## src/rtl/fpu_arbiter.sv

```systemverilog
// Round-robin arbiter that time-sequences a shared FPU adder with no handshake.
// Operands are held for HOLD_CYCLES, then the FPU result is sampled and returned.
module fpu_arbiter #(
    parameter int N_REQ       = 4,
    parameter int HOLD_CYCLES = 80,
    localparam int ID_W       = $clog2(N_REQ)
) (
    input  logic                  clock_100Khz,
    input  logic                  reset,
    input  logic [N_REQ-1:0]      req_valid,
    input  logic [32*N_REQ-1:0]   req_op_a,
    input  logic [32*N_REQ-1:0]   req_op_b,
    output logic [N_REQ-1:0]      req_ready,
    output logic                  rsp_valid,
    input  logic                  rsp_ready,
    output logic [ID_W-1:0]       rsp_id,
    output logic [31:0]           rsp_data,
    output logic [3:0]            rsp_status,
    output logic                  busy,
    output logic [31:0]           fpu_op_a,
    output logic [31:0]           fpu_op_b,
    input  logic [31:0]           fpu_data_in,
    input  logic [3:0]            fpu_status_in
);

    typedef enum logic [1:0] {
        S_IDLE,
        S_HOLD,
        S_RESP
    } state_t;

    state_t           r_state;
    state_t           w_next;
    logic [ID_W-1:0]  r_ptr;
    logic [7:0]       r_cnt;
    logic [ID_W-1:0]  r_rsp_id;
    logic             r_rsp_valid;
    logic [31:0]      r_rsp_data;
    logic [3:0]       r_rsp_status;
    logic [31:0]      r_op_a;
    logic [31:0]      r_op_b;

    logic             w_found;
    logic [ID_W-1:0]  w_winner;
    logic [31:0]      w_sel_a;
    logic [31:0]      w_sel_b;
    logic [ID_W-1:0]  w_ptr_next;

    // Search starts at r_ptr so the last winner has lowest priority.
    always_comb begin
        w_found  = 1'b0;
        w_winner = '0;
        for (int k = 0; k < N_REQ; k++) begin
            if (!w_found && req_valid[(int'(r_ptr) + k) % N_REQ]) begin
                w_found  = 1'b1;
                w_winner = ID_W'((int'(r_ptr) + k) % N_REQ);
            end
        end
    end

    assign w_sel_a    = req_op_a[32*int'(w_winner) +: 32];
    assign w_sel_b    = req_op_b[32*int'(w_winner) +: 32];
    assign w_ptr_next = (r_rsp_id == ID_W'(N_REQ - 1)) ? '0 : r_rsp_id + 1'b1;

    always_comb begin
        req_ready = '0;
        if (r_state == S_IDLE && w_found)
            req_ready[w_winner] = 1'b1;
    end

    always_comb begin
        w_next = r_state;
        unique case (r_state)
            S_IDLE:  if (w_found) w_next = S_HOLD;
            S_HOLD:  if (r_cnt == 8'd0) w_next = S_RESP;
            S_RESP:  if (rsp_ready) w_next = S_IDLE;
            default: w_next = S_IDLE;
        endcase
    end

    always_ff @(posedge clock_100Khz or negedge reset) begin
        if (!reset)
            r_state <= S_IDLE;
        else
            r_state <= w_next;
    end

    always_ff @(posedge clock_100Khz or negedge reset) begin
        if (!reset) begin
            r_ptr        <= '0;
            r_cnt        <= '0;
            r_rsp_id     <= '0;
            r_rsp_valid  <= 1'b0;
            r_rsp_data   <= '0;
            r_rsp_status <= 4'd2;
            r_op_a       <= '0;
            r_op_b       <= '0;
        end else begin
            unique case (r_state)
                S_IDLE: begin
                    if (w_found) begin
                        r_op_a   <= w_sel_a;
                        r_op_b   <= w_sel_b;
                        r_rsp_id <= w_winner;
                        r_cnt    <= 8'(HOLD_CYCLES - 1);
                    end
                end
                S_HOLD: begin
                    // FPU output is trusted only at the final edge of the window.
                    if (r_cnt == 8'd0) begin
                        r_rsp_data   <= fpu_data_in;
                        r_rsp_status <= fpu_status_in;
                        r_rsp_valid  <= 1'b1;
                    end else begin
                        r_cnt <= r_cnt - 8'd1;
                    end
                end
                S_RESP: begin
                    if (rsp_ready) begin
                        r_rsp_valid <= 1'b0;
                        r_ptr       <= w_ptr_next;
                    end
                end
                default: ;
            endcase
        end
    end

    assign rsp_valid  = r_rsp_valid;
    assign rsp_id     = r_rsp_id;
    assign rsp_data   = r_rsp_data;
    assign rsp_status = r_rsp_status;
    assign busy       = (r_state != S_IDLE);
    assign fpu_op_a   = r_op_a;
    assign fpu_op_b   = r_op_b;

endmodule

```

## config.mk

```make
export PLATFORM = sky130hd
export DESIGN_NAME = fpu_arbiter
export DESIGN_NICKNAME = d
export VERILOG_FILES = /design/src/rtl/fpu_arbiter.sv
export SDC_FILE = /design/constraint.sdc
export NUM_CORES = 1
export LEC_CHECK = 0
export CAP_MARGIN = 30
export CORE_AREA = 2 2 156 158
export CTS_CLUSTER_SIZE = 10
export DETAILED_ROUTE_END_ITERATION = 10
export DIE_AREA = 0 0 158 160
export PLACE_DENSITY = 0.73
export SYNTH_ARGS = -nofsm -noshare
export SYNTH_HDL_FRONTEND = slang
export SYNTH_SLANG_ARGS = --single-unit
export TNS_END_PERCENT = 30
```

## constraint.sdc

```tcl
create_clock -name clock_100Khz -period 2.4 [get_ports clock_100Khz]
set_clock_uncertainty 0.2 [all_clocks]
set_input_delay 0.24 -clock clock_100Khz [delete_from_list [all_inputs] [get_ports clock_100Khz]]
set_output_delay 0.24 -clock clock_100Khz [all_outputs]
set_load 0.02 [all_outputs]
```

==> impl_metrics.tcl <==
set metrics [dict create \
    status "finished clean" \
    syn-num-nets 834 \
    vias_in_the_first_global_route 6543 \
    postLayoutSetupSlackWorst_ns 0.0445 \
    effective_utilization_at_floorplan_pct 27.7 \
    initialDrtViolationCount 191 \
    fmaxAchievable_mhz 425 \
    finalCritPeriodShare_pct 98.1 \
    worst_hold_path_class "primary input to flop" \
    r2r_slack_ns 0.04 \
    grt.overflow.total 0 \
    synth_ff_type "sky130_fd_sc_hd__dfrtp_1" \
    crit_path_arrival_time_ns 2.43 \
    worst_hold_path.num_cells 2 \
    layout.cells.most_common_list "sky130_fd_sc_hd__clkdlybuf4s50_1, sky130_fd_sc_hd__mux2i_1, sky130_fd_sc_hd__dfrtp_1" \
    fp.coreArea_mm2 0.0238 \
    drc_errors 0 \
    reg2reg_from "r_ptr[1]$_DFFE_PN0P_" \
    slew_headroom_pct 42.7 \
    drive_gt1_share_pct 18.6 \
    ys_ff_latch 115 \
    synth.lib_cells_used.distinct 45 \
    initial_antenna_violation_count 3 \
    timing.final.hold_violations 0 \
    yosys_warnings 0 \
    fin_area_mm2 0.0119 \
    part_of_the_yosys_area_used_for_sequential_elements_pct 43.6 \
    ys_async_sr_fraction_pct 100 \
    first_pass_iteration_count_of_the_detailed_router 4 \
    timing.hold.worst_endpoint "rsp_data[14]$_DFFE_PN0P_" \
    clock_path_buffers 2 \
    die-area_mm2 0.0253 \
    fillers 2209 \
    mappedNetlistArea_mm2 0.00660 \
    multi_input_gate_area_in_the_final_layout_mm2 0.00343 \
    clk_latency_ns 0.41 \
    clkSinkCount 115 \
    total_global_route_track_usage_pct 18.5 \
    die_w_um 158 \
    worst-setup-path-type "flop to flop" \
    period_needed_ns 2.36 \
    number_of_enable_flip_flop_cells_after_synthesis 0 \
    post_synth_inst_count 532 \
    worst_hold_margin_ns 0.236 \
    portBuffers 406 \
    ant_nets 0 \
    max_cap_violations 0 \
    detailed_place_hpwl_mm 17.4 \
    flow.area_growth_from_synthesis_pct 80.1 \
    layout.cells.most_common "sky130_fd_sc_hd__clkdlybuf4s50_1" \
    worstPathMaxFanout 14 \
    max-vdd-ir-drop_mv 0.622 \
    tritoncts "done" \
    report.final.setup_viol 0 \
    die_height_um 160 \
    syn_area_per_cell_um2 12.4 \
    worst_setup_hold_path_clk_slew_ns 0.07 \
    reg_to_reg_end "fpu_op_b[29]$_DFFE_PN0P_" \
    post_drt_wl_per_cell_um 19.0 \
    utilization_of_the_core_after_routing_pct 49.9 \
    rsz0062_at_grt "yes" \
    dr_total_vias 6093 \
    global_route_wire_length_before_repair_mm 36.0 \
    htreeDepth 4 \
    finish.net_count 1253 \
    floorplan.io_pins 407 \
    cp_data_required_time_ns 2.47 \
    detailed_place.area_mm2 0.0110 \
    setup.worst_path.start_class "flop" \
    total_leakage_power_nw 5.33 \
    numCtsBuffers 17 \
    maxSlewViolCount 0 \
    viasPerCell 4.72 \
    pwr_density_cell_mw_per_mm2 1010 \
    place_worst_setup_slack_ns -0.377 \
    tightestPinTransition_ns 0.859 \
    worstRegToRegCells 8 \
    routabilityCongestion 0.776 \
    root_buffer "sky130_fd_sc_hd__clkbuf_16" \
    total_wire_length_mm 24.6 \
    regArea_mm2 0.00288 \
    std_cell_rows 57 \
    largest_net_degree_at_the_start_of_global_routing 116 \
    setup.worst_path.end_class "flop" \
    holdCritStartpoint "fpu_data_in[14]" \
]
==> worst max-delay path: stages, from the launching register on <==
cell and delay [ns]:
sky130_fd_sc_hd__dfrtp_2 0.46, sky130_fd_sc_hd__mux2_4 0.32, sky130_fd_sc_hd__o221ai_4 0.24, sky130_fd_sc_hd__buf_4 0.17, sky130_fd_sc_hd__buf_12 0.15, sky130_fd_sc_hd__buf_12 0.18
sky130_fd_sc_hd__mux2i_1 0.25, sky130_fd_sc_hd__buf_4 0.15, sky130_fd_sc_hd__o221ai_2 0.08
==> cell usage after synthesis, drive strengths merged (4+ instances only) <==
library cell | count | share of area [%]
a21oi | 4 | 0.30
buf | 29 | 4.6
clkbuf | 14 | 1.1
dfrtp | 114 | 43
inv | 7 | 0.40
mux2 | 38 | 7.6
mux2i | 128 | 19
nand2 | 74 | 4.2
nand3 | 7 | 0.53
nor2 | 6 | 0.38
nor2b | 4 | 0.38
o21ai | 5 | 0.38
o221ai | 65 | 13
o31ai | 4 | 0.45
or4 | 4 | 0.45
==> sequential cells by signal, summed over array words and instances, names as in the netlist <==
name / flops
fpu_op_b: 32
r_cnt: 8
rsp_id: 2
rsp_valid: 1
rsp_status: 4
r_ptr: 2
r_state: 2
rsp_data: 32
fpu_op_a: 32
==> layer usage <==
layer / routed length, µm / GRT usage (%)
met1: 9610 / 20.9
met2: 12200 / 32.0
met3: 2280 / 6.68
met4: 538 / 6.72
met5: 0 / 0
==> per-stage QoR <==
| stage | setup TNS [ns] | std cells | power, W |
|---|---|---|---|
| after floorplan | 0 | 532 | 0.00639 |
| after global placement | -13.51 | 1247 | 0.00913 |
| after detailed placement | -16.60 | 1247 | 0.00921 |
| after CTS | -0.125 | 1283 | 0.0121 |
| after global routing | -0.0453 | 1290 | 0.0127 |
| final | 0 | 1291 | 0.0120 |
==> repair_timing <==
action,4_1_cts,5_1_grt
setup buffers,2,2
hold buffers,1,0
pin swaps,2,1
setup endpoints to repair,13,45
hold endpoints to repair,114,0
gates resized for setup,26,23
gates cloned,2,3
==> worst max path at each step <==
stage	start	endpoint	cells after the start
finish	r_ptr[1]$_DFFE_PN0P_	fpu_op_b[29]$_DFFE_PN0P_	8
global route	r_ptr[1]$_DFFE_PN0P_	fpu_op_b[29]$_DFFE_PN0P_	8
CTS	r_ptr[1]$_DFFE_PN0P_	req_ready[0]	4
detailed placement	req_valid[0]	fpu_op_b[9]$_DFFE_PN0P_	8
global placement	req_valid[1]	fpu_op_b[7]$_DFFE_PN0P_	7
floorplan	r_state[1]$_DFFE_PN0P_	req_ready[1]	6
==> logic make-up (layout without fill, tap and decap cells) <==
kind of cell,after synthesis,in the layout,synth area share [%]
adders and majority gates,3,3,0.568
buffers and inverters,50,482,6.10
AOI/OAI and AO/OA,88,88,15.0
DFF,115,115,43.6
and+or+nand+nor,110,110,7.75
other,0,3,0
muxes,166,166,27.0
==> area by class of cell <==
class,count,area share [%]
Timing Repair Buffer,443,38.1
Tap cell,324,3.41
Clock inverter,15,1.62
Clock buffer,17,3.58
Sequential cell,115,24.2
Multi-Input combinational cell,367,28.8
Antenna cell,3,0.0631
Inverter,7,0.221
==> report_power, final <==
group          switching, W  leakage, nW  internal (W)
Clock               0.00109        0.302       0.00167
Sequential         0.000585         1.37       0.00290
Combinational       0.00269         3.65       0.00309
(Power assumes the default switching activity.)
